### config.mk
export PLATFORM = sky130hd
export DESIGN_NAME = toy_cache_rsp_router
export DESIGN_NICKNAME = d
export VERILOG_FILES = /design/src/rtl/toy_cache_rsp_router_pkg.sv /design/src/rtl/toy_cache_rsp_router_fifo.sv /design/src/rtl/toy_cache_rsp_router.sv
export SDC_FILE = /design/constraint.sdc
export NUM_CORES = 1
export LEC_CHECK = 0
export CORE_MARGIN = 4
export CORE_UTILIZATION = 52
export CTS_BUF_LIST = sky130_fd_sc_hd__clkbuf_16
export DETAILED_ROUTE_END_ITERATION = 8
export PLACE_DENSITY = 0.79
export RECOVER_POWER = 50
export SETUP_SLACK_MARGIN = 0.05
export SYNTH_ARGS = -nofsm -noshare
export SYNTH_HDL_FRONTEND = slang
export SYNTH_SLANG_ARGS = --single-unit
### constraint.sdc
create_clock -name clk -period 8.8 [get_ports clk]
set_input_delay 0.88 -clock clk [delete_from_list [all_inputs] [get_ports clk]]
set_output_delay 0.88 -clock clk [all_outputs]
set_load 0.01 [all_outputs]
### src/rtl/toy_cache_rsp_router_pkg.sv
// toy_cache_rsp_router_pkg: response payload type and id width shared by the router and its FIFOs
package toy_cache_rsp_router_pkg;
  localparam int unsigned RSP_SRC_ID_W = 2;
  localparam int unsigned RSP_TAG_W = 4;
  typedef struct packed {
    logic [RSP_SRC_ID_W-1:0] src_id;
    logic [63:0]             rd_data;
    logic [RSP_TAG_W-1:0]    lsu_tag;
    logic [1:0]              excp;
  } cache_rsp_pkg;
endpackage

### src/rtl/toy_cache_rsp_router_fifo.sv
// toy_cache_rsp_router_fifo: per-destination FIFO of DEPTH entries of type T
//   clk, rst_n (async, active-high) | push/din write when not full | pop reads when not empty
//   full, empty, head (entry at read pointer)
module toy_cache_rsp_router_fifo
  import toy_cache_rsp_router_pkg::*;
#(
  parameter int unsigned DEPTH = 2,
  parameter type T = cache_rsp_pkg
) (
  input  logic clk,
  input  logic rst_n,
  input  logic push,
  input  logic pop,
  input  T     din,
  output logic full,
  output logic empty,
  output T     head
);
  localparam int unsigned CW = $clog2(DEPTH + 1);
  localparam int unsigned PW = DEPTH > 1 ? $clog2(DEPTH) : 1;
  logic [CW-1:0] count_q, count_d;
  logic [PW-1:0] wr_ptr_q, wr_ptr_d, rd_ptr_q, rd_ptr_d;
  T mem_q [DEPTH];
  T mem_d [DEPTH];
  logic do_push, do_pop;
  assign full = count_q == CW'(DEPTH);
  assign empty = count_q == '0;
  assign do_push = push & ~full;
  assign do_pop = pop & ~empty;
  assign head = mem_q[rd_ptr_q];
  // Pointers wrap explicitly so DEPTH need not be a power of two
  always_comb begin
    mem_d = mem_q;
    if (do_push) mem_d[wr_ptr_q] = din;
    wr_ptr_d = !do_push ? wr_ptr_q : (wr_ptr_q == PW'(DEPTH - 1)) ? '0 : wr_ptr_q + PW'(1);
    rd_ptr_d = !do_pop ? rd_ptr_q : (rd_ptr_q == PW'(DEPTH - 1)) ? '0 : rd_ptr_q + PW'(1);
    count_d = count_q + CW'(do_push) - CW'(do_pop);
  end
  always_ff @(posedge clk or posedge rst_n) begin
    if (rst_n) begin
      count_q <= '0;
      wr_ptr_q <= '0;
      rd_ptr_q <= '0;
    end else begin
      count_q <= count_d;
      wr_ptr_q <= wr_ptr_d;
      rd_ptr_q <= rd_ptr_d;
    end
  end
  always_ff @(posedge clk) mem_q <= mem_d;
endmodule

### src/rtl/toy_cache_rsp_router.sv
// toy_cache_rsp_router: routes one cache response stream to NUM_DST per-requester FIFOs by src_id
//   clk, rst_n (async, active-high) | s_vld/s_rdy/s_pld: cache response in
//   v_m_vld/v_m_rdy/v_m_pld: per-destination outputs | err_vld: pulse after an illegal-id drop
//   TOY_RSP_ROUTER_BYPASS_EN: empty+ready destination takes the incoming beat combinationally
module toy_cache_rsp_router
  import toy_cache_rsp_router_pkg::*;
#(
  parameter int unsigned NUM_DST = 3,
  parameter int unsigned FIFO_DEPTH = 2
) (
  input  logic                             clk,
  input  logic                             rst_n,
  input  logic                             s_vld,
  output logic                             s_rdy,
  input  cache_rsp_pkg                     s_pld,
  output logic         [NUM_DST-1:0]       v_m_vld,
  input  logic         [NUM_DST-1:0]       v_m_rdy,
  output cache_rsp_pkg [NUM_DST-1:0]       v_m_pld,
  output logic                             err_vld
);
  logic [RSP_SRC_ID_W-1:0] id;
  logic legal, err_q, err_d;
  logic [NUM_DST-1:0] sel, full, empty, push, pop;
  cache_rsp_pkg [NUM_DST-1:0] head;
  assign id = s_pld.src_id;
  assign legal = 32'(id) < NUM_DST;
  // sel is one-hot or zero; illegal ids select nothing and are always accepted
  assign s_rdy = ~|(sel & full);
`ifdef TOY_RSP_ROUTER_BYPASS_EN
  logic [NUM_DST-1:0] byp;
  assign byp = {NUM_DST{s_vld}} & sel & empty & v_m_rdy;
  assign push = {NUM_DST{s_vld & s_rdy}} & sel & ~byp;
  assign pop = v_m_rdy & ~empty;
  assign v_m_vld = ~empty | byp;
`else
  assign push = {NUM_DST{s_vld & s_rdy}} & sel;
  assign pop = v_m_rdy & ~empty;
  assign v_m_vld = ~empty;
`endif
  for (genvar d = 0; d < NUM_DST; d++) begin : g_dst
    assign sel[d] = id == RSP_SRC_ID_W'(d);
`ifdef TOY_RSP_ROUTER_BYPASS_EN
    assign v_m_pld[d] = empty[d] ? s_pld : head[d];
`else
    assign v_m_pld[d] = head[d];
`endif
    toy_cache_rsp_router_fifo #(.DEPTH(FIFO_DEPTH), .T(cache_rsp_pkg)) u_fifo (
      .clk  (clk),
      .rst_n(rst_n),
      .push (push[d]),
      .pop  (pop[d]),
      .din  (s_pld),
      .full (full[d]),
      .empty(empty[d]),
      .head (head[d])
    );
  end
  always_comb err_d = s_vld & ~legal;
  always_ff @(posedge clk or posedge rst_n) begin
    if (rst_n) err_q <= 1'b0;
    else err_q <= err_d;
  end
  assign err_vld = err_q;
endmodule

# [After elaboration in Yosys (flattened, before gate mapping)]
# Cells that the tools add are included.
[classes] magnitude_cmp=10 mux=24 n_bitwise=25 n_reduce_logical=9 n_addsub=12 eq_ne=5
[op_table] operator="72-bit 2-to-1 mux" n=12
[op_table] operator="144-bit bitwise mux" n=3
[op_table] operator="72-bit demux with 1-bit select" n=3
[op_table] operator="2-bit greater-or-equal comparator (second input constant)" n=6
[op_table] operator="1-bit NOT with 2-bit output" n=6
[op_table] operator="3-bit AND" n=3
[op_table] operator="1-bit AND" n=8
[op_table] operator="2-bit equality test (second input constant)" n=4
[op_table] operator="2-bit zero test" n=4
[op_table] operator="1-bit NOT" n=7
[op_table] operator="1-bit adder (second input constant)" n=6
[op_table] operator="2-bit by 1-bit adder with 2-bit output" n=3
[op_table] operator="2-bit by 1-bit < comparator with 1-bit output (second input constant)" n=3
[op_table] operator="1-bit 2-to-1 mux" n=6
[op_table] operator="2-bit by 1-bit subtractor with 2-bit output" n=3
[op_table] operator="1-bit logical AND" n=3
[op_table] operator="3-bit NOT" n=1
[op_table] operator="3-bit OR reduction" n=1
[op_table] operator="2-bit by 1-bit equality test with 1-bit output (second input constant)" n=1
[op_table] operator="2-bit < comparator (second input constant)" n=1
[op_table] operator="1-bit zero test" n=1
[word_totals] input_bits=78 register_bits=445

# [Longest topological paths before layout]
[depth] ltp_word=9 ltp_mapped=7 depth_no_buf=7

# [By module]
# Synthesis repeated with hierarchy kept, for this count alone.
[hier_totals] hier_cells=745 area_unflattened_um2=17359.1
[by_module_without_submodules] mod="toy_cache_rsp_router_fifo" area_per_inst_um2=5746.8 seq_area_each_um2=4424.2 cells_each=243 instances=3
[by_module_without_submodules] mod="toy_cache_rsp_router" area_per_inst_um2=118.9 seq_area_each_um2=25.0 cells_each=16 instances=1

# [Worst setup path before layout]
# Ideal clock, no wire load.
[synth_path] kind="input to register" start="input port s_pld[71] (netlist bit)" end="register g_dst[1].u_fifo.mem_q[100] (netlist bit), enable pin" slack_ns=0.243 required_time_ns=8.120 t_arrival_ns=7.877 path_stages=1 path_buffers=0 path_cell_list="nor4_1"
[synth_via] elab_chain_len=7 elab_cells_between_ends=9 cone_classes="2 x eq/ne; 4 x bitwise; 3 x reduce/logical"
[synth_rtl] element="from (decl)" line="toy_cache_rsp_router.sv:15" text="input cache_rsp_pkg s_pld,"
[synth_rtl] element="2-bit by 1-bit equality test with 1-bit output, or another cell as far along" line="toy_cache_rsp_router.sv:41" text="assign sel[d] = id == RSP_SRC_ID_W'(d);"
[synth_rtl] element="3-bit AND" line="toy_cache_rsp_router.sv:28" text="assign s_rdy = ~|(sel & full);"
[synth_rtl] element="3-bit OR reduction" line="toy_cache_rsp_router.sv:28"
[synth_rtl] element="1-bit zero test" line="toy_cache_rsp_router.sv:28"
[synth_rtl] element="1-bit AND" line="toy_cache_rsp_router.sv:36" text="assign push = {NUM_DST{s_vld & s_rdy}} & sel;"
[synth_rtl] element="3-bit AND *" line="toy_cache_rsp_router.sv:36"
[synth_rtl] element="1-bit AND *" line="toy_cache_rsp_router_fifo.sv:28" text="assign do_push = push & ~full;"
[synth_rtl] element="to (signal assigned)" line="toy_cache_rsp_router_fifo.sv:50" text="always_ff @(posedge clk) mem_q <= mem_d;"
[synth_rtl] element="to (decl)" line="toy_cache_rsp_router_fifo.sv:23" text="T mem_q [DEPTH];"
# Every way passes the cells marked *; elsewhere a longest branch is shown, timed or not.
# A chain may end at the register's enable or synchronous reset.

# [Worst setup path in the final report]
[layout_path] start="input port s_pld[71] (netlist bit)" end="register g_dst[0].u_fifo.mem_q[141] (netlist bit), enable pin"
[layout_via] elab_chain_len=7 elab_cells_between_ends=9 cone_classes="2 x eq/ne; 4 x bitwise; 3 x reduce/logical"
[layout_rtl] element="2-bit by 1-bit equality test with 1-bit output, or another cell as far along" line="toy_cache_rsp_router.sv:41"
[layout_rtl] element="3-bit AND" line="toy_cache_rsp_router.sv:28"
[layout_rtl] element="3-bit OR reduction" line="toy_cache_rsp_router.sv:28"
[layout_rtl] element="1-bit zero test" line="toy_cache_rsp_router.sv:28"
[layout_rtl] element="1-bit AND" line="toy_cache_rsp_router.sv:36"
[layout_rtl] element="3-bit AND *" line="toy_cache_rsp_router.sv:36"
[layout_rtl] element="1-bit AND *" line="toy_cache_rsp_router_fifo.sv:28"
[layout_rtl] element="to (signal assigned)" line="toy_cache_rsp_router_fifo.sv:50"
[layout_rtl] element="to (decl)" line="toy_cache_rsp_router_fifo.sv:23"
# Marks and branches as above.

==> metrics.cfg <==
[floorplan]
effective_utilization_at_floorplan_pct=53.0
floorplan_die_width_microns=185
io_pins=299
placementRows=64
fp.dieArea_sq_um=34100
core_area_sq_um=30700
die_height_microns=185

[final_layout]
layout-area-overhead-vs-synth_pct=30.0
nNetsFinal=1142
fill_cell_total_of_the_finished_layout=1919
finalInstanceArea_sq_um=21100
layout-drive-gt1-share_pct=26.9

[synth]
syn-num-nets=818
yosys.cell_types.count=21
synth-seq-area-share_pct=81.9
synth.cell_area_sq_um=16200
average_instance_area_after_synthesis_sq_um=22.1
yosysWarningCount=0
postSynthCellCount=734
postSynthRegisterBits=445

[status]
violated_checks=capacitance limit, slew limit
status=finished, violations left

[clocking]
cts_root_buffer=sky130_fd_sc_hd__clkbuf_16
clk-insertion-delay-late_ps=540
htreeDepth=2
post-cts-setup-buffers=0
tritoncts=done
post_cts.resized_instances=0
clock_pin_slew_worst_setup_and_hold_paths_ps=60
numCtsBuffers=44
cts_hold_buf=0
cts.path.max_buffers=3
cts_sinks=445

[setup_path]
timing.critical_path.slowest_stage_cell=sky130_fd_sc_hd__nor2b_1
cpLargestDelayFamily=simple AND/OR/NAND/NOR gates
critical_path.cell_chain=dlygate4sd3_1, a2111oi_0, nor2b_1, buf_4
critical_path_arrival_ps=6000
crit_path_end_kind=register
worstPathMaxFanout=40
critical_path_required_time_ps=8960
start_kind=primary input
critical_path_buf_inv_count=2
critical_path.max_stage_delay_ps=2570
crit_type=in2reg

[timing]
max_freq_mhz=171
drv_slew=330
timing.clock.skew_ps=22.8
layout_setup_ws_ps=2960
unrepaired_setup_endpoints_after_global_routing=no
setup-violations-final=0
max_slew_margin_pct=-135
finalCriticalPeriod_ps=5840
min_period_over_period_pct=66.4
worst_pin_slew_ps=3530
final-hold-violation-count=0
final.setup.tns_ps=0

[global_route]
grt_antenna_before_repair=2
grt_pass1_vias=8293
maximum_number_of_pins_on_one_net_before_global_route_repair=74
grt_use_total_pct=19.2
grt_pass1_wl_mm=49.9
globalRouteOverflowTotal=0

[pwr]
post-layout-total-power_mw=6.35
worst_ir_drop_vdd_v=0.000202
power.density_cell_area_nw_per_um2=300
leakagePower_nw=7.08

[placed_design]
port_buffers=298
place_congestion=0.751
place_hpwl_mm=20.0
dpl_worst_slack_ps=4670
placed_cell_area_sq_um=19700

[route]
initialDrtViolationCount=574
detailed_router_iteration_count_before_antenna_repair=5
wirelength_mm=33.5
final_antenna_net_count=0
routed_wire_length_per_instance_microns=22.5
avgViaCountPerCell=5.31
num_vias=7919
drcViolationCount=0

[worst_hold_path]
worst_hold_path_type=reg2reg

[job]
maxCapViolations=6

[path summary, 6_finish.rpt]
| kind | from | to | slack (ps) | cells after the start |
|---|---|---|---|---|
| min | g_dst[1].u_fifo.wr_ptr_q$_DFFE_PP0N_ | g_dst[1].u_fifo.wr_ptr_q$_DFFE_PP0N_ | 500 | 1 |
| max reg2reg | g_dst[0].u_fifo.count_q[1]$_DFF_PP0_ | g_dst[0].u_fifo.mem_q[141]$_DFFE_PP_ | 3560 | 3 |
| min reg2reg | g_dst[1].u_fifo.wr_ptr_q$_DFFE_PP0N_ | g_dst[1].u_fifo.wr_ptr_q$_DFFE_PP0N_ | 500 | 1 |
| max | s_pld[71] | g_dst[0].u_fifo.mem_q[141]$_DFFE_PP_ | 2960 | 4 |
| min in group asynchronous | rst_n | g_dst[0].u_fifo.wr_ptr_q$_DFFE_PP0N_ | 860 | 2 |
| max in group asynchronous | rst_n | g_dst[1].u_fifo.rd_ptr_q$_DFFE_PP0P_ | 7560 | 2 |
[where the power goes]
part           total (mW)  switching [mW]  internal, mW
clock                1.94           0.752          1.19
combinational        1.63           0.597          1.03
sequential           2.78           0.272          2.50
total                6.35            1.62          4.73
[layout make-up]
type,count,area [sq um],area share (%)
Tap cell,396,495,2.35
Clock inverter,36,397,1.88
Antenna cell,2,5.00,0.0237
Timing Repair Buffer,302,3010,14.2
Sequential cell,445,13300,62.9
Multi-Input combinational cell,256,2770,13.1
Clock buffer,45,1130,5.33
Inverter,9,33.8,0.160
[per-stage QoR]
step | hold slack, ps | util (%) | std cells
after global routing | 528 | 68.9 | 1489
after CTS | 517 | 69.1 | 1489
after global placement | 477 | 64.1 | 1408
after floorplan | 451 | - | 734
final | 498 | 68.9 | 1491
after detailed placement | 504 | 64.1 | 1408
[state kept, by name, indices dropped and copies added (netlist names)]
register               flops
err_vld                    1
g_dst.u_fifo.mem_q       432
g_dst.u_fifo.count_q       6
g_dst.u_fifo.rd_ptr_q      3
g_dst.u_fifo.wr_ptr_q      3
[routing by layer]
layer	part of all wire, %	vias to the layer above	GRT usage, %
li1	-	3561	-
met1	40	4011	25.9
met2	50	292	32.2
met3	7.9	53	4.82
met4	1.8	2	4.40
met5	0.036	-	0
[cells by family (layout without fill, tap and decap cells)]
logic type               Yosys count  after routing  share of synthesized area (%)
AND/OR/NAND/NOR                   18             18                          0.709
buffers and inverters             33            392                          0.947
XOR/XNOR                          12             12                          0.647
AO/OA/AOI/OAI                      4              4                          0.408
other                              0              2                              0
adder cells (fa/ha/maj)            6              6                          0.462
flip-flops                       445            445                           81.9
multiplexers                     216            216                           15.0
[Yosys cell counts]
cell type | number | share of area, %
sky130_fd_sc_hd__xnor2_1 | 6 | 0.32
sky130_fd_sc_hd__and2_1 | 6 | 0.23
sky130_fd_sc_hd__or3b_2 | 1 | 0.054
sky130_fd_sc_hd__ha_1 | 6 | 0.46
sky130_fd_sc_hd__buf_2 | 24 | 0.74
sky130_fd_sc_hd__nor2_1 | 1 | 0.023
sky130_fd_sc_hd__nor2b_1 | 3 | 0.12
sky130_fd_sc_hd__or2_2 | 3 | 0.12
sky130_fd_sc_hd__nand2_1 | 1 | 0.023
sky130_fd_sc_hd__inv_1 | 8 | 0.18
sky130_fd_sc_hd__nor4_1 | 1 | 0.039
sky130_fd_sc_hd__dfrtp_1 | 13 | 2.0
sky130_fd_sc_hd__inv_2 | 1 | 0.023
sky130_fd_sc_hd__xor2_1 | 6 | 0.32
sky130_fd_sc_hd__edfxtp_1 | 432 | 80
sky130_fd_sc_hd__a31oi_1 | 1 | 0.039
sky130_fd_sc_hd__a21oi_1 | 1 | 0.031
sky130_fd_sc_hd__nor3_2 | 1 | 0.062
sky130_fd_sc_hd__a2111oi_4 | 2 | 0.34
sky130_fd_sc_hd__mux2_2 | 216 | 15
sky130_fd_sc_hd__nand3b_1 | 1 | 0.046
[placed cells by master, fill, tap and decap left out]
cell type / n
sky130_fd_sc_hd__nor2b_1: 2
sky130_fd_sc_hd__or3b_2: 1
sky130_fd_sc_hd__diode_2: 2
sky130_fd_sc_hd__inv_1: 16
sky130_fd_sc_hd__nor2b_4: 1
sky130_fd_sc_hd__mux2_2: 216
sky130_fd_sc_hd__buf_4: 2
sky130_fd_sc_hd__nor3_1: 1
sky130_fd_sc_hd__bufinv_16: 9
sky130_fd_sc_hd__or2_2: 3
sky130_fd_sc_hd__clkinv_1: 6
sky130_fd_sc_hd__dlygate4sd3_1: 77
sky130_fd_sc_hd__a21oi_1: 1
sky130_fd_sc_hd__xor2_1: 6
sky130_fd_sc_hd__clkdlybuf4s50_1: 221
sky130_fd_sc_hd__dfrtp_1: 13
sky130_fd_sc_hd__a31oi_1: 1
sky130_fd_sc_hd__inv_6: 2
sky130_fd_sc_hd__and2_4: 3
sky130_fd_sc_hd__nand3b_1: 1
sky130_fd_sc_hd__nor4_1: 1
sky130_fd_sc_hd__clkbuf_16: 45
sky130_fd_sc_hd__edfxtp_1: 432
sky130_fd_sc_hd__nand2_1: 1
sky130_fd_sc_hd__clkbuf_1: 2
sky130_fd_sc_hd__ha_1: 6
sky130_fd_sc_hd__clkinv_2: 12
sky130_fd_sc_hd__xnor2_1: 6
sky130_fd_sc_hd__nor2_1: 1
sky130_fd_sc_hd__and2_1: 3
sky130_fd_sc_hd__a2111oi_0: 2
Note: power is estimated with default switching activity, not from simulation.
